==> src/rtl/divisor_pkg.sv <==
// ---------------------------------------------------------------------------
// divisor_pkg
// Shared types and constants for the multicycle divider (and the multiplier,
// which reuses abs_val).
//   div_state_t : FSM encoding IDLE=00, CALC=01, FIM=10
//   DIV_WIDTH   : operand/result width (32)
//   DIV_CNT_W   : iteration counter width (6, 2**6 > 32)
//   abs_val()   : two's complement magnitude in DIV_WIDTH unsigned bits;
//                 abs_val(32'h8000_0000) = 32'h8000_0000.
// ---------------------------------------------------------------------------
package divisor_pkg;

   localparam int DIV_WIDTH = 32;
   localparam int DIV_CNT_W = 6;

   typedef enum logic [1:0] {
      IDLE = 2'b00,
      CALC = 2'b01,
      FIM  = 2'b10
   } div_state_t;

   function automatic logic [DIV_WIDTH-1:0] abs_val(input logic [DIV_WIDTH-1:0] x);
      return x[DIV_WIDTH-1] ? (~x + 1'b1) : x;
   endfunction

endpackage

==> src/rtl/div_etapa.sv <==
// ---------------------------------------------------------------------------
// div_etapa
// One combinational restoring-division step.
//   r_i  : partial remainder (always < d_i, so it fits in WIDTH bits)
//   q_i  : quotient shift register (dividend bits still to be consumed at MSB)
//   d_i  : divisor magnitude
//   r_o  : next partial remainder
//   q_o  : next quotient shift register (new quotient bit in bit 0)
// ---------------------------------------------------------------------------
module div_etapa #(
   parameter int WIDTH = 32
) (
   input  logic [WIDTH-1:0] r_i,
   input  logic [WIDTH-1:0] q_i,
   input  logic [WIDTH-1:0] d_i,
   output logic [WIDTH-1:0] r_o,
   output logic [WIDTH-1:0] q_o
);

   // {R,Q} << 1: the remainder gains the next dividend bit; one extra bit is
   // kept so a divisor of 0x80000000 compares correctly.
   logic [WIDTH:0] r_shift;
   logic [WIDTH:0] r_sub;
   logic           fits;

   assign r_shift = {r_i, q_i[WIDTH-1]};
   assign r_sub   = r_shift - {1'b0, d_i};
   assign fits    = (r_shift >= {1'b0, d_i});

   // After a successful subtract the result is < d_i, so the top bit is zero
   // and dropping it is lossless.
   assign r_o = fits ? r_sub[WIDTH-1:0] : r_shift[WIDTH-1:0];
   assign q_o = {q_i[WIDTH-2:0], fits};

endmodule

==> src/rtl/divisor_multiciclo.sv <==
// ---------------------------------------------------------------------------
// divisor_multiciclo
// Multicycle signed divider answering the control FSM's DivControl strobe.
// Quotient goes to Lo, remainder to Hi (remainder takes the dividend's sign).
//   clock        : rising-edge clock
//   reset        : synchronous, active-low; aborts any division in progress
//   DivControl   : start strobe, only looked at in IDLE
//   A, B         : dividend / divisor, two's complement
//   DivUnsigned  : (only with DIVISOR_DIVU_EN) 1 = unsigned divu operation
//   Divisor      : done pulse, one cycle, Hi/Lo valid from then on
//   DivZero      : one-cycle pulse when a start arrives with B == 0
//   Hi, Lo       : remainder / quotient, held until the next completion
//   dbg_state_o  : current FSM state (div_state_t encoding) for observation
// Optional feature macro: DIVISOR_DIVU_EN (adds DivUnsigned).
// Timing: start sampled at edge N, WIDTH CALC edges, results and Divisor
// registered at edge N+WIDTH+1; a new start is taken at edge N+WIDTH+2.
// ---------------------------------------------------------------------------
module divisor_multiciclo
   import divisor_pkg::*;
#(
   parameter int WIDTH = DIV_WIDTH,
   parameter int CNT_W = DIV_CNT_W
) (
   input  logic             clock,
   input  logic             reset,
   input  logic             DivControl,
`ifdef DIVISOR_DIVU_EN
   input  logic             DivUnsigned,
`endif
   input  logic [WIDTH-1:0] A,
   input  logic [WIDTH-1:0] B,
   output logic             Divisor,
   output logic             DivZero,
   output logic [WIDTH-1:0] Hi,
   output logic [WIDTH-1:0] Lo,
   output logic [1:0]       dbg_state_o
);

   localparam logic [CNT_W-1:0] LAST_STEP = CNT_W'(WIDTH - 1);

   div_state_t       state_q, state_d;
   logic [CNT_W-1:0] cnt_q,   cnt_d;
   logic [WIDTH-1:0] rem_q,   rem_d;
   logic [WIDTH-1:0] quo_q,   quo_d;
   logic [WIDTH-1:0] dvs_q,   dvs_d;
   logic             sign_a_q, sign_a_d;
   logic             sign_q_q, sign_q_d;
   logic [WIDTH-1:0] hi_q,    hi_d;
   logic [WIDTH-1:0] lo_q,    lo_d;
   logic             done_q,  done_d;
   logic             dz_q,    dz_d;

   logic             is_signed;
   logic [WIDTH-1:0] mag_a, mag_b;
   logic             neg_a, neg_b;
   logic [WIDTH-1:0] step_r, step_q;

`ifdef DIVISOR_DIVU_EN
   assign is_signed = ~DivUnsigned;
`else
   assign is_signed = 1'b1;
`endif

   // Unsigned operations take the raw bits and never sign-correct.
   assign neg_a = is_signed & A[WIDTH-1];
   assign neg_b = is_signed & B[WIDTH-1];
   assign mag_a = is_signed ? abs_val(A) : A;
   assign mag_b = is_signed ? abs_val(B) : B;

   div_etapa #(.WIDTH(WIDTH)) u_etapa (
      .r_i (rem_q),
      .q_i (quo_q),
      .d_i (dvs_q),
      .r_o (step_r),
      .q_o (step_q)
   );

   always_comb begin
      state_d  = state_q;
      cnt_d    = cnt_q;
      rem_d    = rem_q;
      quo_d    = quo_q;
      dvs_d    = dvs_q;
      sign_a_d = sign_a_q;
      sign_q_d = sign_q_q;
      hi_d     = hi_q;
      lo_d     = lo_q;
      done_d   = 1'b0;
      dz_d     = 1'b0;

      case (state_q)
         IDLE: begin
            if (DivControl) begin
               if (B == '0) begin
                  dz_d = 1'b1;
               end else begin
                  state_d  = CALC;
                  quo_d    = mag_a;
                  dvs_d    = mag_b;
                  rem_d    = '0;
                  sign_a_d = neg_a;
                  sign_q_d = neg_a ^ neg_b;
                  cnt_d    = '0;
               end
            end
         end
         CALC: begin
            rem_d = step_r;
            quo_d = step_q;
            cnt_d = cnt_q + 1'b1;
            if (cnt_q == LAST_STEP) begin
               state_d = FIM;
            end
         end
         FIM: begin
            // Remainder follows the dividend's sign, quotient the sign product.
            lo_d    = sign_q_q ? (~quo_q + 1'b1) : quo_q;
            hi_d    = sign_a_q ? (~rem_q + 1'b1) : rem_q;
            done_d  = 1'b1;
            state_d = IDLE;
         end
         default: begin
            state_d = IDLE;
         end
      endcase
   end

   always_ff @(posedge clock) begin
      if (!reset) begin
         state_q  <= IDLE;
         cnt_q    <= '0;
         rem_q    <= '0;
         quo_q    <= '0;
         dvs_q    <= '0;
         sign_a_q <= 1'b0;
         sign_q_q <= 1'b0;
         hi_q     <= '0;
         lo_q     <= '0;
         done_q   <= 1'b0;
         dz_q     <= 1'b0;
      end else begin
         state_q  <= state_d;
         cnt_q    <= cnt_d;
         rem_q    <= rem_d;
         quo_q    <= quo_d;
         dvs_q    <= dvs_d;
         sign_a_q <= sign_a_d;
         sign_q_q <= sign_q_d;
         hi_q     <= hi_d;
         lo_q     <= lo_d;
         done_q   <= done_d;
         dz_q     <= dz_d;
      end
   end

   assign Divisor     = done_q;
   assign DivZero     = dz_q;
   assign Hi          = hi_q;
   assign Lo          = lo_q;
   assign dbg_state_o = state_q;

endmodule
==> config.mk <==
export PLATFORM = sky130hd
export DESIGN_NAME = divisor_multiciclo
export DESIGN_NICKNAME = d
export VERILOG_FILES = /design/src/rtl/divisor_pkg.sv /design/src/rtl/div_etapa.sv /design/src/rtl/divisor_multiciclo.sv
export SDC_FILE = /design/constraint.sdc
export NUM_CORES = 1
export LEC_CHECK = 0
export BUFFER_PORTS_ARGS = -buffer_cell sky130_fd_sc_hd__clkbuf_2
export CORE_UTILIZATION = 64
export DETAILED_ROUTE_END_ITERATION = 16
export GPL_ROUTABILITY_DRIVEN = 0
export PLACE_DENSITY_LB_ADDON = 0.12
export SLEW_MARGIN = 10
export SYNTH_ARGS = -nofsm -noshare
export SYNTH_HDL_FRONTEND = slang
export SYNTH_SLANG_ARGS = --single-unit
==> constraint.sdc <==
create_clock -name clock -period 8.06 [get_ports clock]
set_input_delay 0.403 -clock clock [delete_from_list [all_inputs] [get_ports clock]]
set_output_delay 0.403 -clock clock [all_outputs]
set_load 0.005 [all_outputs]
### Word level (Yosys, flattened, before mapping)

Cells that the tools add are included.

| word-level totals | value |
|---|---|
| bits in registers | 172 |
| memories kept | 0 |
| bits in latches | 0 |
| RAM bits | 0 |
| word-level logic and storage cells | 57 |
| bits in read-only memories | 0 |

| cells by class | value |
|---|---|
| $mul | 0 |
| multiplexer cells | 20 |
| eq/ne operators | 6 |
| add/subtract/negate cells | 6 |
| reductions and logical operators | 7 |
| magnitude comparators | 1 |
| div/mod/pow operators | 0 |
| shift-type cells | 0 |
| bitwise logic cells | 6 |

Operator list:

| kind | count |
|---|---|
| 32-bit 2-to-1 mux | 9 |
| 32-bit by 1-bit adder with 32-bit output, second input constant | 4 |
| 32-bit inverter | 4 |
| 32-bit one-hot mux with 2 select lines | 2 |
| 33-bit by 32-bit greater-or-equal comparator with 1-bit output | 1 |
| 32-bit zero test | 1 |
| 32-bit subtractor | 1 |
| 6-bit 2-to-1 mux | 2 |
| 6-bit one-hot mux with 2 select lines | 1 |
| 3-bit AND reduction | 4 |
| 6-bit by 1-bit adder with 6-bit output, second input constant | 1 |
| 6-bit by 5-bit == test with 1-bit output, second input constant | 1 |
| 2-bit 2-to-1 mux | 3 |
| 2-bit != test, second input constant | 3 |
| 2-bit one-hot mux with 2 select lines | 1 |
| 2-bit by 1-bit == test with 1-bit output, second input constant | 1 |
| 2-bit == test, second input constant | 1 |
| 2-bit zero test | 1 |
| 1-bit 2-to-1 mux | 2 |
| 2-bit nonzero test | 1 |
| 1-bit inverter | 1 |
| 1-bit XOR | 1 |

### Depth between registers and ports, before layout

| depth | value |
|---|---|
| word-level depth | 6 |
| mapped depth | 12 |
| mapped depth without buffers | 12 |

### Modules after synthesis

From an unflattened synthesis, not the netlist that was laid out.

| unflattened totals | value |
|---|---|
| cells, all modules | 1416 |
| area total of the unflattened synthesis | 11348.4 sq um |

By module, submodules not included:

| module | area each (sq um) | cells an instance | times used |
|---|---|---|---|
| divisor_multiciclo | 8808.4 | 1036 | 1 |
| div_etapa | 2539.9 | 380 | 1 |

### Worst setup path before layout

No wires, ideal clock.

| timing path | value |
|---|---|
| kind | input to register |
| start | in B[23] |
| end | reg dvs_q[1] |
| data required time | 7.944 ns |
| slack | 5.246 ns |
| cell stages on the path | 8 |
| data arrival time | 2.697 ns |
| library setup time | 0.116 ns |
| path through | or4_4 -> or4_1 -> or4_4 -> o31ai_4 -> nor3_1 -> buf_4 -> buf_6 -> o211a_1 |

| between the ends | value |
|---|---|
| cells in the longest elaborated chain, start to end | 3 |

Ends and longest elaborated chain:

| what | RTL line | text |
|---|---|---|
| start: declaration | divisor_multiciclo.sv:31 | `input logic [WIDTH-1:0] B,` |
| 32-bit zero test | divisor_multiciclo.sv:94 | `if (B == '0) begin` |
| 1-bit inverter (no line) | - |  |
| 3-bit AND reduction (no line) | - |  |
| end signal: assignment | divisor_multiciclo.sv:146 | `dvs_q <= dvs_d;` |
| end: declaration | divisor_multiciclo.sv:45 | `logic [WIDTH-1:0] dvs_q, dvs_d;` |

Every way passes these cells.
A chain may end at the register's enable or synchronous reset.

### Worst setup path after layout

| timing path | value |
|---|---|
| start | reg quo_q[31] |
| end | reg rem_q[30] |

| between the ends | value |
|---|---|
| cells in the longest elaborated chain, start to end | 3 |

Ends and longest elaborated chain:

| what | RTL line | text |
|---|---|---|
| start: declaration | divisor_multiciclo.sv:44 | `logic [WIDTH-1:0] quo_q, quo_d;` |
| start signal: assignment | divisor_multiciclo.sv:145 | `quo_q <= quo_d;` |
| 32-bit subtractor / 33-bit by 32-bit greater-or-equal comparator with 1-bit output (equally long branches) | div_etapa.sv:27, div_etapa.sv:28 |  |
| 32-bit 2-to-1 mux (*) | div_etapa.sv:32 | `assign r_o = fits ? r_sub[WIDTH-1:0] : r_shift[WIDTH-1:0];` |
| 32-bit one-hot mux with 2 select lines (*) | divisor_multiciclo.sv:91 | `case (state_q)` |
| end signal: assignment | divisor_multiciclo.sv:144 | `rem_q <= rem_d;` |
| end: declaration | divisor_multiciclo.sv:43 | `logic [WIDTH-1:0] rem_q, rem_d;` |

Mark *: on every way between the ends. The rest lies on a longest branch, timed or not.

==> results by stage <==
Synthesis:
- The mapped netlist covers 10970 um^2.
- By count the netlist is led by nand2_1, dfxtp_1, o21ai_0.
- Dividing the synthesized area by the synthesized cell count gives 8.221 um^2.
- Among all flip-flop cells after synthesis, the most frequent one is dfxtp_1.
- The number of distinct library cells after synthesis is 69.
- Sequential cells were found to cover 31.40% of the synthesized design area.
- For this run, the number of Yosys warnings is 0.
- The area share of the largest cell type after synthesis is between 30% and 40%.
- Counting flops with an async set or reset pin after synthesis yields a share of 0%.
- The library cell with the highest instance count after synthesis is nand2_1.
- Yosys attributes the largest share of cell area to dfxtp_1, xor2_1, o211a_1.
- Synthesis handed over a netlist of 1334 instances.
- The number of flops mapped to enable cells by yosys is 0.
- The largest area contributor in the netlist is dfxtp_1.
- The synthesized design contains around 170 register bits.
- The net count after synthesis is about 1400.

Clock tree:
- Clock-pin slew was measured on the worst setup and hold paths at 0.07 ns.
- The clock latency on the worst-skew pair is 0.44 ns.
- The total number of clock tree sinks is 172.
- The clock passes through at most 2 buffers.
- Buffers inserted during clock tree synthesis total 17.
- The post-CTS resize count is 0.
- The cell sitting at the root of the clock tree is a clkbuf_16.
- The number of hold buffers added after CTS is 0.
- CTS built an H-tree with a depth of 4.
- After clock tree synthesis, the setup repair step added 0 buffers.
- TritonCTS built the clock tree.

Timing:
- The number of pins with negative max-slew slack in the final report is 0.
- Clock skew on the completed layout was measured at 0.01014 ns.
- Derived from the worst setup path, the maximum achievable clock frequency is 291.1 MHz.
- For the finished layout, the period the worst path requires is 3.435 ns.
- Setup violations remaining at the end of the flow were counted as 0.
- The hold violation total from the final report is 0.
- Headroom to the max-slew limit came out at 17.46%.
- Adding up every negative setup slack in the final design gives 0 ns.
- Setup repair after global routing left no endpoint under its margin.
- The final clock period utilization by the worst path is between 40 and 50%.
- At the pin with the least slew margin, the transition time is 1.238 ns.

Final layout:
- The number of antenna diodes in the final layout is 0.
- At the end of the flow the core is filled with cells to between 70% and 80%.
- After routing the design area is about 12000 um^2.
- The post-route netlist has 13.81% of its cells at a drive strength greater than 1.
- For this run, the post-layout net count is 1518.
- The number of standard cells in the final layout excluding fillers is 1646.
- The area growth from synthesis to layout is 11.44%.

Global routing:
- The first-pass GRT wire length is 44.85 mm.
- For this run, the total global-route usage over all layers was measured as 31.48%.
- The number of global-route vias before repair came to slightly below 9000.
- The pin count of the biggest net entering global routing is 120.
- The total overflow left after global routing is 0.
- The initial antenna violation count came to 0.

Routing:
- The total iterations of the first detailed-routing run is 5.
- The DRC violation count after routing is 0.
- Using the TritonRoute via totals, the vias-per-cell ratio works out to 6.230.
- The routed wire length is 27.80 mm.
- The detail route stage leaves a number of antenna-violating nets equal to 0.
- The routed length per placed instance is approximately 17 um.
- The number of design-rule violations left by the first detailed-router iteration is 1038.
- The total number of vias is 10260.

Floorplanning:
- The number of top-level design ports is 135.
- In this run the horizontal extent of the chip is about 130 um.
- The core outline area is 16640 um^2.
- For this configuration, the core starts out at a cell density of approximately two thirds.
- In this run the vertical extent of the chip is 132.9 um.
- The die covers ~18000 um^2.
- The initialized floorplan defines 47 standard-cell rows.

Placed design:
- The number of placed cells counting well taps is 1614.
- The number of input and output port buffers inserted is 134.
- The total placed instance area is approximately 12000 um^2.
- After legalization and detailed placement, the total HPWL measured about 21 mm.

Power:
- The fraction of power consumed by combinational cells is 30.2%.
- The internal power of the cells totals around 1.7 mW.
- The analysis attributes to cell leakage a power of 5.662 nW.
- Per report_power, the sequential group accounts for 37.2% of the total.
- The clock network burns roughly a third of the power.
- The power per standard cell area is 213.3 nW/um^2.
- The switching portion of total power is 36.14%.
- The largest vdd supply drop is 0.2135 mV.
- The power spent charging and discharging nets is between 0.9 and 1 mW.

Hold path:
- In this run the worst hold path is classified as primary input to flip-flop.
- The startpoint identified for the worst hold timing path is DivControl.

Worst setup path:
- The worst flop-to-flop path startpoint is quo_q[31].
- The library cell contributing the largest single delay on the critical path is a211oi_1.
- For flop-to-flop paths, the worst setup slack is 4.63 ns.
- The type of the worst setup path is flip-flop to flip-flop.
- The largest fanout on the critical path is 3.
- The data required time of the worst path is 8.36 ns.
- The cell repeated most along the worst path is inv_1.
- On the worst path, the slowest cell contributes a delay of 0.58 ns.
- The endpoint type of the worst setup path is a flip-flop.
- Walking the worst path, the cells encountered are inv_1, ha_1, inv_1, fa_1, a21o_1, a22oi_1, a21oi_1, a211oi_1, o21ai_0, a311oi_1, xor2_1, o221ai_1.
- The startpoint of the most critical setup path is quo_q[31].
- For the worst setup path, the data arrival time is 3.73 ns.
- STA classifies the critical path startpoint as a flip-flop.

Outcome:
- The run finished with clean final reports.

Job:
- The number of maximum-capacitance violations is 0.
-- registers in the layout, summed over array words and instances (netlist names) --
signal,count
Divisor,1
sign_a_q,1
DivZero,1
Lo,32
rem_q,32
dbg_state_o,2
Hi,32
quo_q,32
cnt_q,6
dvs_q,32
sign_q_q,1
-- kinds of logic after synthesis --
| group | Yosys count | share of synthesized area, % |
|---|---|---|
| AO/OA/AOI/OAI | 407 | 27.05 |
| AND/OR/NAND/NOR | 405 | 17.63 |
| buffers and inverters | 139 | 5.442 |
| flip-flops | 172 | 31.40 |
| multiplexers | 23 | 2.099 |
| adder cells (fa/ha/maj) | 38 | 4.404 |
| XOR/XNOR | 150 | 11.98 |
-- layer usage --
| metal | share of wire [%] | GRT usage, % |
|---|---|---|
| met1 | 48 | 47.68 |
| met2 | 42 | 45.11 |
| met3 | 9.0 | 5.249 |
| met4 | 1.7 | 9.323 |
| met5 | 0 | 0 |
-- power by group through the flow --
stage / clock, mW / combinational (mW) / sequential [mW]
final: 0.850 / 0.788 / 0.969
after global routing: 0.893 / 0.867 / 0.975
after CTS: 0.858 / 0.776 / 0.965
after detailed placement: 0 / 0.770 / 0.984
after global placement: 0 / 0.754 / 0.982
after floorplan: 0 / 0.616 / 0.952
-- per-stage QoR --
step / hold slack (ns) / worst slack (ns) / total power [mW]
after floorplan: 0.4388 / 5.246 / 1.568
after global placement: 0.4555 / 4.535 / 1.735
after detailed placement: 0.4662 / 4.441 / 1.754
after CTS: 0.2309 / 4.702 / 2.598
after global routing: 0.2586 / 4.343 / 2.735
final: 0.2425 / 4.625 / 2.607
-- worst max-delay path: cells and delay by family (launching register included) --
family                     cells  cell delay, ns
AOI/OAI and AO/OA              7            1.94
adders and majority gates      2            0.60
DFF                            1            0.32
xor gates and xnor gates       1            0.22
buffers and inverters          2            0.22
-- cell type report --
type,count,area [um^2]
sequential,172,3443
clock buffer,17,425.4
tap,220,275.3
multi-input combinational,1023,6943
fill,1291,4420
clock inverter,15,195.2
inverter,59,221.5
timing repair buffer,140,718.2
-- cells in the final DEF (no fill, tap or decap), types with 15 or more instances in the layout --
master       n
nand2_1    178
dfxtp_1    172
clkbuf_2   133
o21ai_0    106
xor2_1     105
o211a_1     67
nor2_1      63
inv_1       59
a21oi_1     51
xnor2_1     45
o31ai_1     37
ha_1        37
nand3_1     27
mux2i_1     23
nor3_1      20
clkbuf_16   17
or3_1       16
nor2b_1     15
a21o_1      15
-- path summary, 6_finish.rpt --
| path | endpoint | cells after the start |
|---|---|---|
| setup / recovery | rem_q[30] | 12 |
| hold / removal | DivZero | 3 |
| setup reg to reg | rem_q[30] | 12 |
| hold reg to reg | Hi[16] | 2 |
(Power assumes the default switching activity.)
